File: src/rtl/ysyx_22040931_ifu_pkg.sv
// ----------------------------------------------------------------------------
// ysyx_22040931_ifu_pkg
// Shared definitions for the instruction fetch unit:
//   - ifu_state_e    : 2-bit fetch FSM state encoding
//   - PcResetDefault : PC loaded on reset unless overridden by the top parameter
//   - NopInst        : addi x0, x0, 0, presented on inst while nothing was fetched
// ----------------------------------------------------------------------------
package ysyx_22040931_ifu_pkg;

    localparam logic [31:0] PcResetDefault = 32'h8000_0000;
    localparam logic [31:0] NopInst        = 32'h0000_0013;

    // IDLE : out of reset, nothing issued
    // REQ  : request on the memory channel, waiting for req_ready
    // WAIT : request accepted, one response outstanding
    // HOLD : instruction offered to decode
    typedef enum logic [1:0] {
        StIdle = 2'b00,
        StReq  = 2'b01,
        StWait = 2'b10,
        StHold = 2'b11
    } ifu_state_e;

endpackage

File: src/rtl/ysyx_22040931_pc_reg.sv
// ----------------------------------------------------------------------------
// ysyx_22040931_pc_reg
// Program counter register with next-PC selection.
// Priority: reset > redirect > advance (+4) > hold.
// Ports:
//   i_clk             clock, rising edge
//   i_rst             asynchronous active-high reset, loads PC_RESET
//   i_redirect_valid  load the redirect target
//   i_redirect_pc     redirect target; low two bits are cleared before loading
//   i_advance         step to the next sequential word (wraps modulo 2^XLEN)
//   o_pc              current PC, always word aligned
// ----------------------------------------------------------------------------
module ysyx_22040931_pc_reg #(
    parameter int unsigned     XLEN     = 32,
    parameter logic [XLEN-1:0] PC_RESET = XLEN'(32'h8000_0000)
) (
    input  logic            i_clk,
    input  logic            i_rst,
    input  logic            i_redirect_valid,
    input  logic [XLEN-1:0] i_redirect_pc,
    input  logic            i_advance,
    output logic [XLEN-1:0] o_pc
);

    logic [XLEN-1:0] r_pc;
    logic [XLEN-1:0] w_pc_next;
    logic [XLEN-1:0] w_redirect_target;

    // Fetches are always word reads, so a misaligned target is truncated here;
    // the misalign flag is raised by the top.
    assign w_redirect_target = i_redirect_pc & ~XLEN'(3);

    always_comb begin
        w_pc_next = r_pc;
        if (i_redirect_valid) begin
            w_pc_next = w_redirect_target;
        end else if (i_advance) begin
            w_pc_next = r_pc + XLEN'(4);
        end
    end

    always_ff @(posedge i_clk or posedge i_rst) begin
        if (i_rst) begin
            r_pc <= PC_RESET;
        end else begin
            r_pc <= w_pc_next;
        end
    end

    assign o_pc = r_pc;

endmodule

File: src/rtl/ysyx_22040931_ifu.sv
// ----------------------------------------------------------------------------
// ysyx_22040931_ifu
// Instruction fetch unit. Issues one word read at a time to instruction memory,
// holds the returned word for decode and follows PC redirects from execute.
// Ports:
//   i_clk / i_rst      clock (rising edge) / asynchronous active-high reset
//   o_req_valid        fetch request valid (REQ state)
//   i_req_ready        memory accepts the request
//   o_req_addr         word address of the fetch, bits [1:0] always zero
//   i_resp_valid       read data valid, one per accepted request
//   i_resp_data        instruction word from memory
//   o_inst_valid       instruction offered to decode (HOLD state)
//   i_inst_ready       decode consumes the instruction
//   o_inst / o_inst_pc instruction word and its PC
//   i_redirect_valid   execute requests a PC change
//   i_redirect_pc      new PC
//   o_misalign         one-cycle pulse: last redirect target had bits [1:0] set
// ----------------------------------------------------------------------------
module ysyx_22040931_ifu
    import ysyx_22040931_ifu_pkg::*;
#(
    parameter int unsigned     XLEN     = 32,
    parameter logic [XLEN-1:0] PC_RESET = XLEN'(PcResetDefault)
) (
    input  logic            i_clk,
    input  logic            i_rst,
    // instruction memory request / response
    output logic            o_req_valid,
    input  logic            i_req_ready,
    output logic [XLEN-1:0] o_req_addr,
    input  logic            i_resp_valid,
    input  logic [31:0]     i_resp_data,
    // decode side
    output logic            o_inst_valid,
    input  logic            i_inst_ready,
    output logic [31:0]     o_inst,
    output logic [XLEN-1:0] o_inst_pc,
    // execute side
    input  logic            i_redirect_valid,
    input  logic [XLEN-1:0] i_redirect_pc,
    output logic            o_misalign
);

    ifu_state_e      r_state;
    ifu_state_e      w_state_next;
    // Set when the single outstanding response belongs to a superseded PC.
    logic            r_drop;
    logic            w_drop_next;
    logic [31:0]     r_inst;
    logic [XLEN-1:0] r_inst_pc;
    logic            r_misalign;

    logic [XLEN-1:0] w_pc;
    logic            w_req_fire;
    logic            w_advance;
    logic            w_capture;

    // ------------------------------------------------------------------------
    // PC register
    // ------------------------------------------------------------------------
    ysyx_22040931_pc_reg #(
        .XLEN     (XLEN),
        .PC_RESET (PC_RESET)
    ) u_pc_reg (
        .i_clk            (i_clk),
        .i_rst            (i_rst),
        .i_redirect_valid (i_redirect_valid),
        .i_redirect_pc    (i_redirect_pc),
        .i_advance        (w_advance),
        .o_pc             (w_pc)
    );

    assign w_req_fire = o_req_valid & i_req_ready;

    // A redirect wins over the handshake: the held word is not handed over and
    // the PC does not step.
    assign w_advance = (r_state == StHold) & i_inst_ready & ~i_redirect_valid;

    // A response arriving together with a redirect is stale as well.
    assign w_capture = (r_state == StWait) & i_resp_valid & ~r_drop & ~i_redirect_valid;

    // ------------------------------------------------------------------------
    // FSM: state register
    // ------------------------------------------------------------------------
    always_ff @(posedge i_clk or posedge i_rst) begin
        if (i_rst) begin
            r_state <= StIdle;
            r_drop  <= 1'b0;
        end else begin
            r_state <= w_state_next;
            r_drop  <= w_drop_next;
        end
    end

    // ------------------------------------------------------------------------
    // FSM: next state
    // ------------------------------------------------------------------------
    always_comb begin
        w_state_next = r_state;
        w_drop_next  = r_drop;
        unique case (r_state)
            StIdle: begin
                w_state_next = StReq;
            end
            StReq: begin
                // A redirect here only retargets the PC; if the old address was
                // accepted in the same cycle its response must be thrown away.
                if (w_req_fire) begin
                    w_state_next = StWait;
                    w_drop_next  = i_redirect_valid;
                end
            end
            StWait: begin
                if (i_resp_valid) begin
                    w_state_next = w_capture ? StHold : StReq;
                    w_drop_next  = 1'b0;
                end else if (i_redirect_valid) begin
                    w_drop_next = 1'b1;
                end
            end
            StHold: begin
                if (i_redirect_valid || i_inst_ready) begin
                    w_state_next = StReq;
                end
            end
            default: begin
                w_state_next = StIdle;
                w_drop_next  = 1'b0;
            end
        endcase
    end

    // ------------------------------------------------------------------------
    // FSM: Moore outputs
    // ------------------------------------------------------------------------
    always_comb begin
        o_req_valid  = 1'b0;
        o_inst_valid = 1'b0;
        unique case (r_state)
            StReq:   o_req_valid  = 1'b1;
            StHold:  o_inst_valid = 1'b1;
            default: begin
                o_req_valid  = 1'b0;
                o_inst_valid = 1'b0;
            end
        endcase
    end

    // ------------------------------------------------------------------------
    // Instruction holding registers and misalign pulse
    // ------------------------------------------------------------------------
    always_ff @(posedge i_clk or posedge i_rst) begin
        if (i_rst) begin
            r_inst     <= NopInst;
            r_inst_pc  <= PC_RESET;
            r_misalign <= 1'b0;
        end else begin
            r_misalign <= i_redirect_valid & (|i_redirect_pc[1:0]);
            if (w_capture) begin
                r_inst    <= i_resp_data;
                r_inst_pc <= w_pc;
            end
        end
    end

    assign o_req_addr = w_pc;
    assign o_inst     = r_inst;
    assign o_inst_pc  = r_inst_pc;
    assign o_misalign = r_misalign;

endmodule
File: config.mk
export PLATFORM = sky130hd
export DESIGN_NAME = ysyx_22040931_ifu
export DESIGN_NICKNAME = d
export VERILOG_FILES = /design/src/rtl/ysyx_22040931_ifu_pkg.sv /design/src/rtl/ysyx_22040931_pc_reg.sv /design/src/rtl/ysyx_22040931_ifu.sv
export SDC_FILE = /design/constraint.sdc
export NUM_CORES = 1
export LEC_CHECK = 0
export ABC_AREA = 1
export BUFFER_PORTS_ARGS = -buffer_cell sky130_fd_sc_hd__buf_2
export CAP_MARGIN = 10
export CORE_AREA = 3 3 108 100
export CTS_CLUSTER_DIAMETER = 200
export DETAILED_ROUTE_END_ITERATION = 10
export DIE_AREA = 0 0 111 103
export HOLD_SLACK_MARGIN = 0.03
export MAX_ROUTING_LAYER = met4
export PLACE_DENSITY = 0.87
export RECOVER_POWER = 100
export SLEW_MARGIN = 5
export SYNTH_ARGS = -nofsm -noshare
export SYNTH_HDL_FRONTEND = slang
export SYNTH_SLANG_ARGS = --single-unit
File: constraint.sdc
create_clock -name i_clk -period 2.9 [get_ports i_clk]
set_clock_uncertainty 0.15 [all_clocks]
set_input_delay 0 -clock i_clk [delete_from_list [all_inputs] [get_ports i_clk]]
set_output_delay 0 -clock i_clk [all_outputs]
set_load 0.005 [all_outputs]
==> results of run 1 <==
==> synthesized netlist by cell type (5+ instances only) <==
cell / number / area, sq um
nand2_1: 149 / 559
dfrtp_1: 91 / 2280
inv_1: 47 / 176
nor2_1: 45 / 169
nand3_1: 43 / 215
mux2_4: 36 / 541
o21ai_0: 34 / 170
a21oi_1: 7 / 35.0
clkbuf_1: 7 / 26.3
xor2_1: 7 / 61.3
o21ai_1: 6 / 30.0
buf_4: 5 / 37.5
dfstp_2: 5 / 131
==> critical path, stage by stage, from the launching register on <==
cell	delay, ps
dfrtp_1	420
ha_1	220
nand2_1	160
nand2_1	120
clkbuf_1	680
o21ai_0	180
o21bai_1	190
==> state kept, by name, indices dropped and copies added, names as in the netlist <==
register       count
o_inst            32
o_inst_pc         30
u_pc_reg.o_pc     30
r_state            2
o_misalign         1
r_drop             1
==> metrics by stage <==
stage / hold WS [ps] / instances / worst slack [ps] / cell area, sq um / total power (uW)
after CTS: 31.1 / 906 / 708 / 6730 / 4350
after global routing: 49.5 / 907 / 398 / 6440 / 4390
after global placement: 10.5 / 811 / 845 / 5750 / 3340
final: 63.4 / 907 / 673 / 6440 / 4120
after detailed placement: 18.8 / 811 / 740 / 5750 / 3400
after floorplan: -26.0 / 536 / 253 / 4870 / 2750
==> layout make-up <==
cell class              instances  area, sq um  share of cell area
inverters                      50          195              0.0303
multi-input cells             370         1950               0.302
well taps                     126          158              0.0245
flip-flops and latches         96         2410               0.374
diodes                          1         2.50            0.000388
repair buffers                248         1550               0.240
clock buffers                   9          124              0.0192
clock inverters                 7         61.3             0.00951
==> routing by layer <==
metal | part of all wire | vias up
li1 | - | 2186
met1 | 0.41 | 2240
met2 | 0.49 | 222
met3 | 0.070 | 33
met4 | 0.025 | 0
met5 | 0 | -
==> repair_timing <==
| item | CTS | global route |
|---|---|---|
| setup endpoints to repair | 0 | 0 |
| endpoints found under the hold margin | 124 | 0 |
| hold buffers | 79 | 0 |
==> logic make-up after synthesis <==
group	after synthesis	synth area share
flip-flops	96	0.495
adder cells (fa/ha/maj)	4	0.0103
multiplexers	37	0.114
XOR/XNOR	8	0.0144
buffers and inverters	70	0.0680
other	1	0.000771
AND/OR/NAND/NOR	258	0.230
AO/OA/AOI/OAI	59	0.0677
==> power by group through the flow <==
stage                     logic (uW)  registers (uW)  clock network (uW)
final                           1240            2040                 841
after global routing            1380            2080                 923
after CTS                       1450            2030                 869
after detailed placement        1350            2050                   0
after global placement          1310            2030                   0
after floorplan                  711            2040                   0
==> worst paths after layout <==
| kind | from | cells after the start | to |
|---|---|---|---|
| hold / removal | i_redirect_valid | 3 | u_pc_reg.o_pc[29]$_DFFE_PP0P_ |
| max in group asynchronous | i_rst | 4 | o_inst_pc[28]$_DFFE_PP0P_ |
| hold reg to reg | o_inst_pc[27]$_DFFE_PP0P_ | 2 | o_inst_pc[27]$_DFFE_PP0P_ |
| min in group asynchronous | i_rst | 3 | o_inst[29]$_DFFE_PP0P_ |
| setup / recovery | r_state[1]$_DFFE_PP0P_ | 6 | u_pc_reg.o_pc[18]$_DFFE_PP0P_ |
| setup reg to reg | r_state[1]$_DFFE_PP0P_ | 6 | u_pc_reg.o_pc[18]$_DFFE_PP0P_ |
==> impl_results.md, run 1 <==
- Status: completed
- M2 GR Usage: 0.469
- CP max FO: 17
- YS warnings: 0
- CTS buffer count: 9
- Fill cells: 840
- FMAX: ~450 MHz
- Starting Density: 0.503
- Most used routing layer in global routing: met2
- Iter 0 DRT Violations: 330
- Largest net degree at the start of global routing: 60
- Vias in the first global route: 4,685
- Crit path required time: about 3000 ps
- Antenna violations before repair: 1
- Clock power share: 0.204
- Fin Setup TNS: 0 ps
- GR Layer Usage met1: 0.333
- Switching Share: 0.360
- Most common cell after layout, fill and taps aside: nand2_1
- Reg clk slew, reported paths: ~100 ps
- Gate power share: 0.301
- Max-cap violations: 0
- CTS tree: yes
- Num Clock Sinks: 96
- Synth Flop Type: dfrtp_1
- DR vias/cell: just over 5
- Total Die Area: approximately 11,000 sq um
- Yosys reg bits: 96
- Static Leak: roughly 0.0031 uW
- Final setup vio count: 0
- Maximum clock insertion buffer count: 2
- Drt pass-1 iters: 5
- CTS Root Cell: clkbuf_8
- Clock latency on the worst-skew pair: roughly 360 ps
- Util after Layout: 0.667
- # resized after CTS: 0
- Synthesis-to-finish area growth: 32.6%
- Final ANT Viol Nets: 0
- PortBufs: 164
- Synth unique cells: 37
- Routed Wire Length: 15,000 um
- Die height: between 100 and 150 um
- Global-route met3 utilization: 0.0569
- Share of cells above drive strength 1: 0.159
- Critical path type: register to register
- Post-synth EDFFs: 0
- Element type at the critical path end: register
- Post-CTS Setup Bufs: 0
- Crit share post-route: 0.768
- Relative slew slack: 0.254
- Final hold viol count: 0
- Cell row count: 34
- Vias post-DR: between 4,000 and 5,000
- Sequential-to-total area share from yosys stat: 0.495
- Arr. time, crit path: 2330 ps
- Min Clock Period, post-route: 2230 ps
- Worst reg-to-reg setup slack: a little under 700 ps
- Syn_area_per_cell: roughly 9.1 sq um
- Fin. max-slew vios: 0
- Class of the worst hold path: primary input to register
- Async set or reset register ratio after synthesis: 1.00
- Layout Nets: 849
- Commonest non-fill, non-tap cells in the layout: 150 x nand2_1, 94 x buf_2, 91 x dfrtp_1
- Sequential share of power: 0.495
- Dpl hpwl: approximately 10,000 um
- PwrDens: roughly 640 nW/um^2
- Core box area: around 9700 sq um
- Mapped Cells: 533
- Maximum vdd drop: around 380 uV
- Gr ovfl total: 0
- First-pass GRT wire length: ~24,000 um
- RSZ-0062 raised after global routing: no
- Post-Syn Area: between 4000 and 5000 sq um
- H-Tree Level Count: 3
- Die W: 111 um
- Number of remaining DRC errors: 0
- GP Congestion: 0.947
- Post-DR wirelength/cell: around 17 um
- Overall global routing resource usage: 0.275
- P_sw: 1480 uW
- I/O pins: 169
- Startpoint Class: register
- Worst-Margin Slew: between 1000 and 1500 ps
- Pint: around 2600 uW
Power figures use the tool's default switching activity.
==> run 2: changes to the inputs <==
- clock period: 2.9 -> 2.15 ns (I/O delays scaled with it)
==> impl_results.md, run 2 (synthesized netlist as in run 1, its figures left out) <==
- PortBufs: approximately 160
- Final Cell Area: approximately 6500 sq um
- Maximum clock insertion buffer count: 2
- Status: completed
- Gate power share: 0.301
- Final setup vio count: 0
- Switching Share: 0.347
- Iter 0 DRT Violations: ~290
- CP max FO: 6
- Arr. time, crit path: around 2100 ps
- Num Clock Sinks: 96
- PwrDens: roughly 870 nW/um^2
- Diode count: 0
- Placed Area: around 5800 sq um
- Startpoint Class: register
- Relative slew slack: 0.227
- Starting Density: 0.503
- I/O pins: 169
- H-Tree Level Count: 3
- Pint: about 3700 uW
- Sequential share of power: 0.486
- Drt pass-1 iters: 5
- Reg clk slew, reported paths: ~100 ps
- Gr ovfl total: 0
- Die W: around 110 um
- Overall global routing resource usage: 0.278
- First-pass GRT wire length: about 25,000 um
- Max FFs per register: 32
- CTS buffer count: 9
- Number of remaining DRC errors: 0
- Hold WS: between 200 and 250 ps
- Fin Setup TNS: 0 ps
- Worst Hold Endpoint: o_inst[18]$_DFFE_PP0P_
- Total Die Area: ~11,000 sq um
- FMAX: 494 MHz
- DR vias/cell: 5.21
- Synthesis-to-finish area growth: 34.2%
- DP Cell Count: 813
- Largest net degree at the start of global routing: 57
- Min Clock Period, post-route: 2020 ps
- Most common cell after layout, fill and taps aside: nand2_1
- Routed Wire Length: 15,200 um
- Cell row count: 34
- Worst reg-to-reg setup slack: 130 ps
- Reg2reg end: u_pc_reg.o_pc[5]$_DFFE_PP0P_
- CTS tree: yes
- Hold Path Depth: 3
- Maximum vdd drop: between 400 and 500 uV
- Worst R2R Start: r_state[0]$_DFFE_PP0P_
- Commonest non-fill, non-tap cells in the layout: 148 x nand2_1, 96 x buf_2, 91 x dfrtp_1
- Dpl hpwl: ~10,000 um
- Max-cap violations: 0
- Die height: 103 um
- Crit path required time: between 2000 and 2500 ps
- Non-filler cells, final: 906
- Class of the worst hold path: primary input to register
- P_sw: around 2000 uW
- Fin. max-slew vios: 0
- RSZ-0062 raised after global routing: no
- Share of cells above drive strength 1: 0.177
- Element type at the critical path end: register
- Worst-Margin Slew: around 1200 ps
- Vias post-DR: approximately 4,700
- Static Leak: between 0.003 and 0.004 uW
- Worst r2r path cells: 6
- Clock latency on the worst-skew pair: 360 ps
- Layout Nets: ~850
- Final hold viol count: 0
- Post-DR wirelength/cell: roughly 17 um
- Critical path type: register to register
- Worst Min Path Start: i_resp_data[18]
- Crit share post-route: 0.941
- Vias in the first global route: around 4,900
- Final ANT Viol Nets: 0
- Core box area: slightly below 10,000 sq um
- GP Congestion: ~1
- Antenna violations before repair: 0
- CTS Root Cell: clkbuf_8
- Clock power share: 0.214
run 2: cell types whose count changed in the layout (fill, tap and decap cells not counted), sizes merged:
cell         before  now
clkinvlp          1    3
buf              98  101
diode             1    0
clkbuf           80   81
dlygate4sd3      79   76
inv              52   50
bufinv            0    1
clkinv            4    2
run 2: area by class of cell:
cell class | count | area, sq um
multi-input cells | 370 | 1970
well taps | 126 | 158
fillers | 839 | 3130
repair buffers | 248 | 1590
flip-flops and latches | 96 | 2410
clock buffers | 10 | 128
clock inverters | 6 | 73.8
inverters | 50 | 194
run 2: critical path, cell delays in order (launching register included):
cell,delay (ps)
dfrtp_1,430
ha_2,240
nand2_2,110
nor2_2,160
xor2_1,180
a21oi_1,80
dlygate4sd3_1,560
run 2: timing repair:
action                     in CTS  in global routing
hold buffers                   77                  0
resized for setup               0                  4
hold endpoints to repair      157                  0
setup buffers                   0                  1
setup endpoints to repair       0                  2
run 2: layer usage:
metal / share of wire / GRT usage / vias to the layer above / routed length (um)
met5: 0 / - / - / 0
met4: 0.032 / 0.101 / 0 / 489
met3: 0.073 / 0.0581 / 51 / 1100
met2: 0.49 / 0.478 / 267 / 7440
met1: 0.40 / 0.329 / 2204 / 6150
li1: - / - / 2199 / -
run 2: how the worst max path moves through the flow:
stage               cells past startpoint  slack [ps]                       endpoint                          start
floorplan                               6         490         r_state[1]$_DFFE_PP0P_         r_state[1]$_DFFE_PP0P_
global placement                        7         440  u_pc_reg.o_pc[23]$_DFFE_PP0P_  u_pc_reg.o_pc[11]$_DFFE_PP0P_
detailed placement                     10         350  u_pc_reg.o_pc[26]$_DFFE_PP0P_   u_pc_reg.o_pc[3]$_DFFE_PP0P_
CTS                                     6          50   u_pc_reg.o_pc[5]$_DFFE_PP0P_         r_state[0]$_DFFE_PP0P_
global route                           10          40  u_pc_reg.o_pc[24]$_DFFE_PP0P_   u_pc_reg.o_pc[3]$_DFFE_PP0P_
finish                                  6         130   u_pc_reg.o_pc[5]$_DFFE_PP0P_         r_state[0]$_DFFE_PP0P_
run 2: per-stage QoR:
step / util / worst slack [ps] / total power [uW]
final: 0.675 / 127 / 5650
after global routing: 0.675 / 43.7 / 6020
after CTS: 0.703 / 51.5 / 5950
after detailed placement: 0.603 / 350 / 4600
after global placement: 0.603 / 444 / 4500
after floorplan: - / 485 / 3720
run 2: power by group through the flow:
| stage | combinational (uW) | sequential [uW] | clock (uW) |
|---|---|---|---|
| after detailed placement | 1840 | 2760 | 0 |
| after floorplan | 959 | 2760 | 0 |
| after CTS | 1980 | 2720 | 1250 |
| final | 1700 | 2750 | 1210 |
| after global placement | 1800 | 2710 | 0 |
| after global routing | 1900 | 2810 | 1310 |
==> run 3: changes to the inputs <==
- PLACE_DENSITY: 0.87 -> 0.85
==> impl_results.md, run 3 (synthesized netlist as in run 1, its figures left out) <==
- Status: completed
- FMAX: 481 MHz
- Overall global routing resource usage: 0.268
- Overall power: around 5900 uW
- Drt pass-1 iters: 5
- Gr ovfl total: 0
- Clock latency on the worst-skew pair: 370 ps
- I/O pins: between 150 and 200
- Final WS setup: around 73 ps
- Commonest non-fill, non-tap cells in the layout: 149 x nand2_1, 106 x buf_2, 89 x dfrtp_1
- Largest net degree at the start of global routing: 57
- Die W: between 100 and 150 um
- Crit share post-route: 0.966
- Crit path required time: 2300 ps
- Antenna violations before repair: 0
- Maximum clock insertion buffer count: 2
- RSZ-0062 raised after global routing: no
- Worst-Margin Slew: 987 ps
- Final hold viol count: 0
- Static Leak: 0.00326 uW
- CP max FO: 4
- Core box area: between 9000 and 10,000 sq um
- Share of cells above drive strength 1: 0.190
- Maximum vdd drop: approximately 500 uV
- Class of the worst hold path: primary input to register
- Vias in the first global route: 4,595
- Iter 0 DRT Violations: roughly 340
- Num Clock Sinks: 96
- Final Cell Area: 6580 sq um
- Fin. max-slew vios: 0
- Arr. time, crit path: 2230 ps
- CTS tree: yes
- Hold WS: ~230 ps
- Element type at the critical path end: register
- Max FFs per register: 32
- Critical path type: register to register
- Cell row count: 34
- DR vias/cell: 5.14
- Place WS: ~400 ps
- Die height: ~100 um
- PwrDens: between 800 and 900 nW/um^2
- Layout Nets: around 850
- Synthesis-to-finish area growth: 35.4%
- Routed Wire Length: 14,800 um
- Dpl hpwl: 9970 um
- Reg clk slew, reported paths: about 90 ps
- Post-DR wirelength/cell: roughly 16 um
- Multi-input gate area: ~2000 sq um
- Max-cap violations: 0
- Starting Density: 0.503
- Startpoint Class: register
- Final setup vio count: 0
- Relative slew slack: 0.342
- CTS buffer count: 9
- Diode count: 0
- Fin Setup TNS: 0 ps
- H-Tree Level Count: 3
- Min Clock Period, post-route: a little over 2000 ps
- Most common cell after layout, fill and taps aside: nand2_1
- Placed Area: ~5800 sq um
- Total Die Area: between 10,000 and 15,000 sq um
- CTS Root Cell: clkbuf_8
- Fill cells: between 800 and 900
- First-pass GRT wire length: ~24,000 um
- GP Congestion: 1.02
- Final ANT Viol Nets: 0
- Vias post-DR: 4,671
- PortBufs: around 160
- Number of remaining DRC errors: 0
- Register Area: about 2400 sq um
## run 3: cell type report
| cell class | count | area share |
|---|---|---|
| Multi-Input combinational cell | 370 | 0.300 |
| Sequential cell | 96 | 0.366 |
| Clock buffer | 11 | 0.0230 |
| Tap cell | 126 | 0.0240 |
| Clock inverter | 5 | 0.0131 |
| Timing Repair Buffer | 251 | 0.244 |
| Inverter | 50 | 0.0298 |
## run 3: power by group
group	switching [uW]	leakage [uW]	internal, uW
clock	646	0.000120	727
sequential	397	0.00121	2350
combinational	910	0.00193	821
total	1950	0.00326	3900
## run 3: layer usage
metal / track usage / vias up / routed length (um)
met5: - / - / 0
met4: 0.0795 / 0 / 289
met3: 0.0569 / 33 / 1100
met2: 0.446 / 249 / 7090
met1: 0.336 / 2189 / 6290
li1: - / 2200 / -
## run 3: path summary, 6_finish.rpt
check                                           from                           end  slack, ps  cells after the start
setup / recovery              r_state[1]$_DFFE_PP0P_            r_drop$_DFFE_PP0P_         70                      8
hold / removal                       i_resp_data[23]        o_inst[23]$_DFFE_PP0P_        230                      3
setup reg to reg              r_state[1]$_DFFE_PP0P_            r_drop$_DFFE_PP0P_         70                      8
hold reg to reg            o_inst_pc[31]$_DFFE_PP1P_     o_inst_pc[31]$_DFFE_PP1P_        330                      2
max in group asynchronous                      i_rst  u_pc_reg.o_pc[9]$_DFFE_PP0P_        800                      4
min in group asynchronous                      i_rst        o_inst[12]$_DFFE_PP0P_        390                      4
## run 3: timing repair
action                                 4_1_cts  5_1_grt
setup buffers                                0        1
endpoints found under the hold margin      161        0
gates resized for setup                      0        4
hold buffers                                79        0
setup endpoints to repair                    0        4
## run 3: worst max-delay path, cell delays in order (launching register included)
cell	delay [ps]
dfrtp_1	430
inv_1	80
ha_2	190
inv_1	60
or2_2	290
o221ai_1	70
dlygate4sd3_1	590
nor2_1	40
a21oi_1	110
## run 3: metrics by stage
stage	utilization	cells
4_1_cts	0.707	909
3_3_place_gp	0.601	814
5_1_grt	0.682	909
2_1_floorplan	-	536
3_5_place_dp	0.601	814
6_report	0.682	909
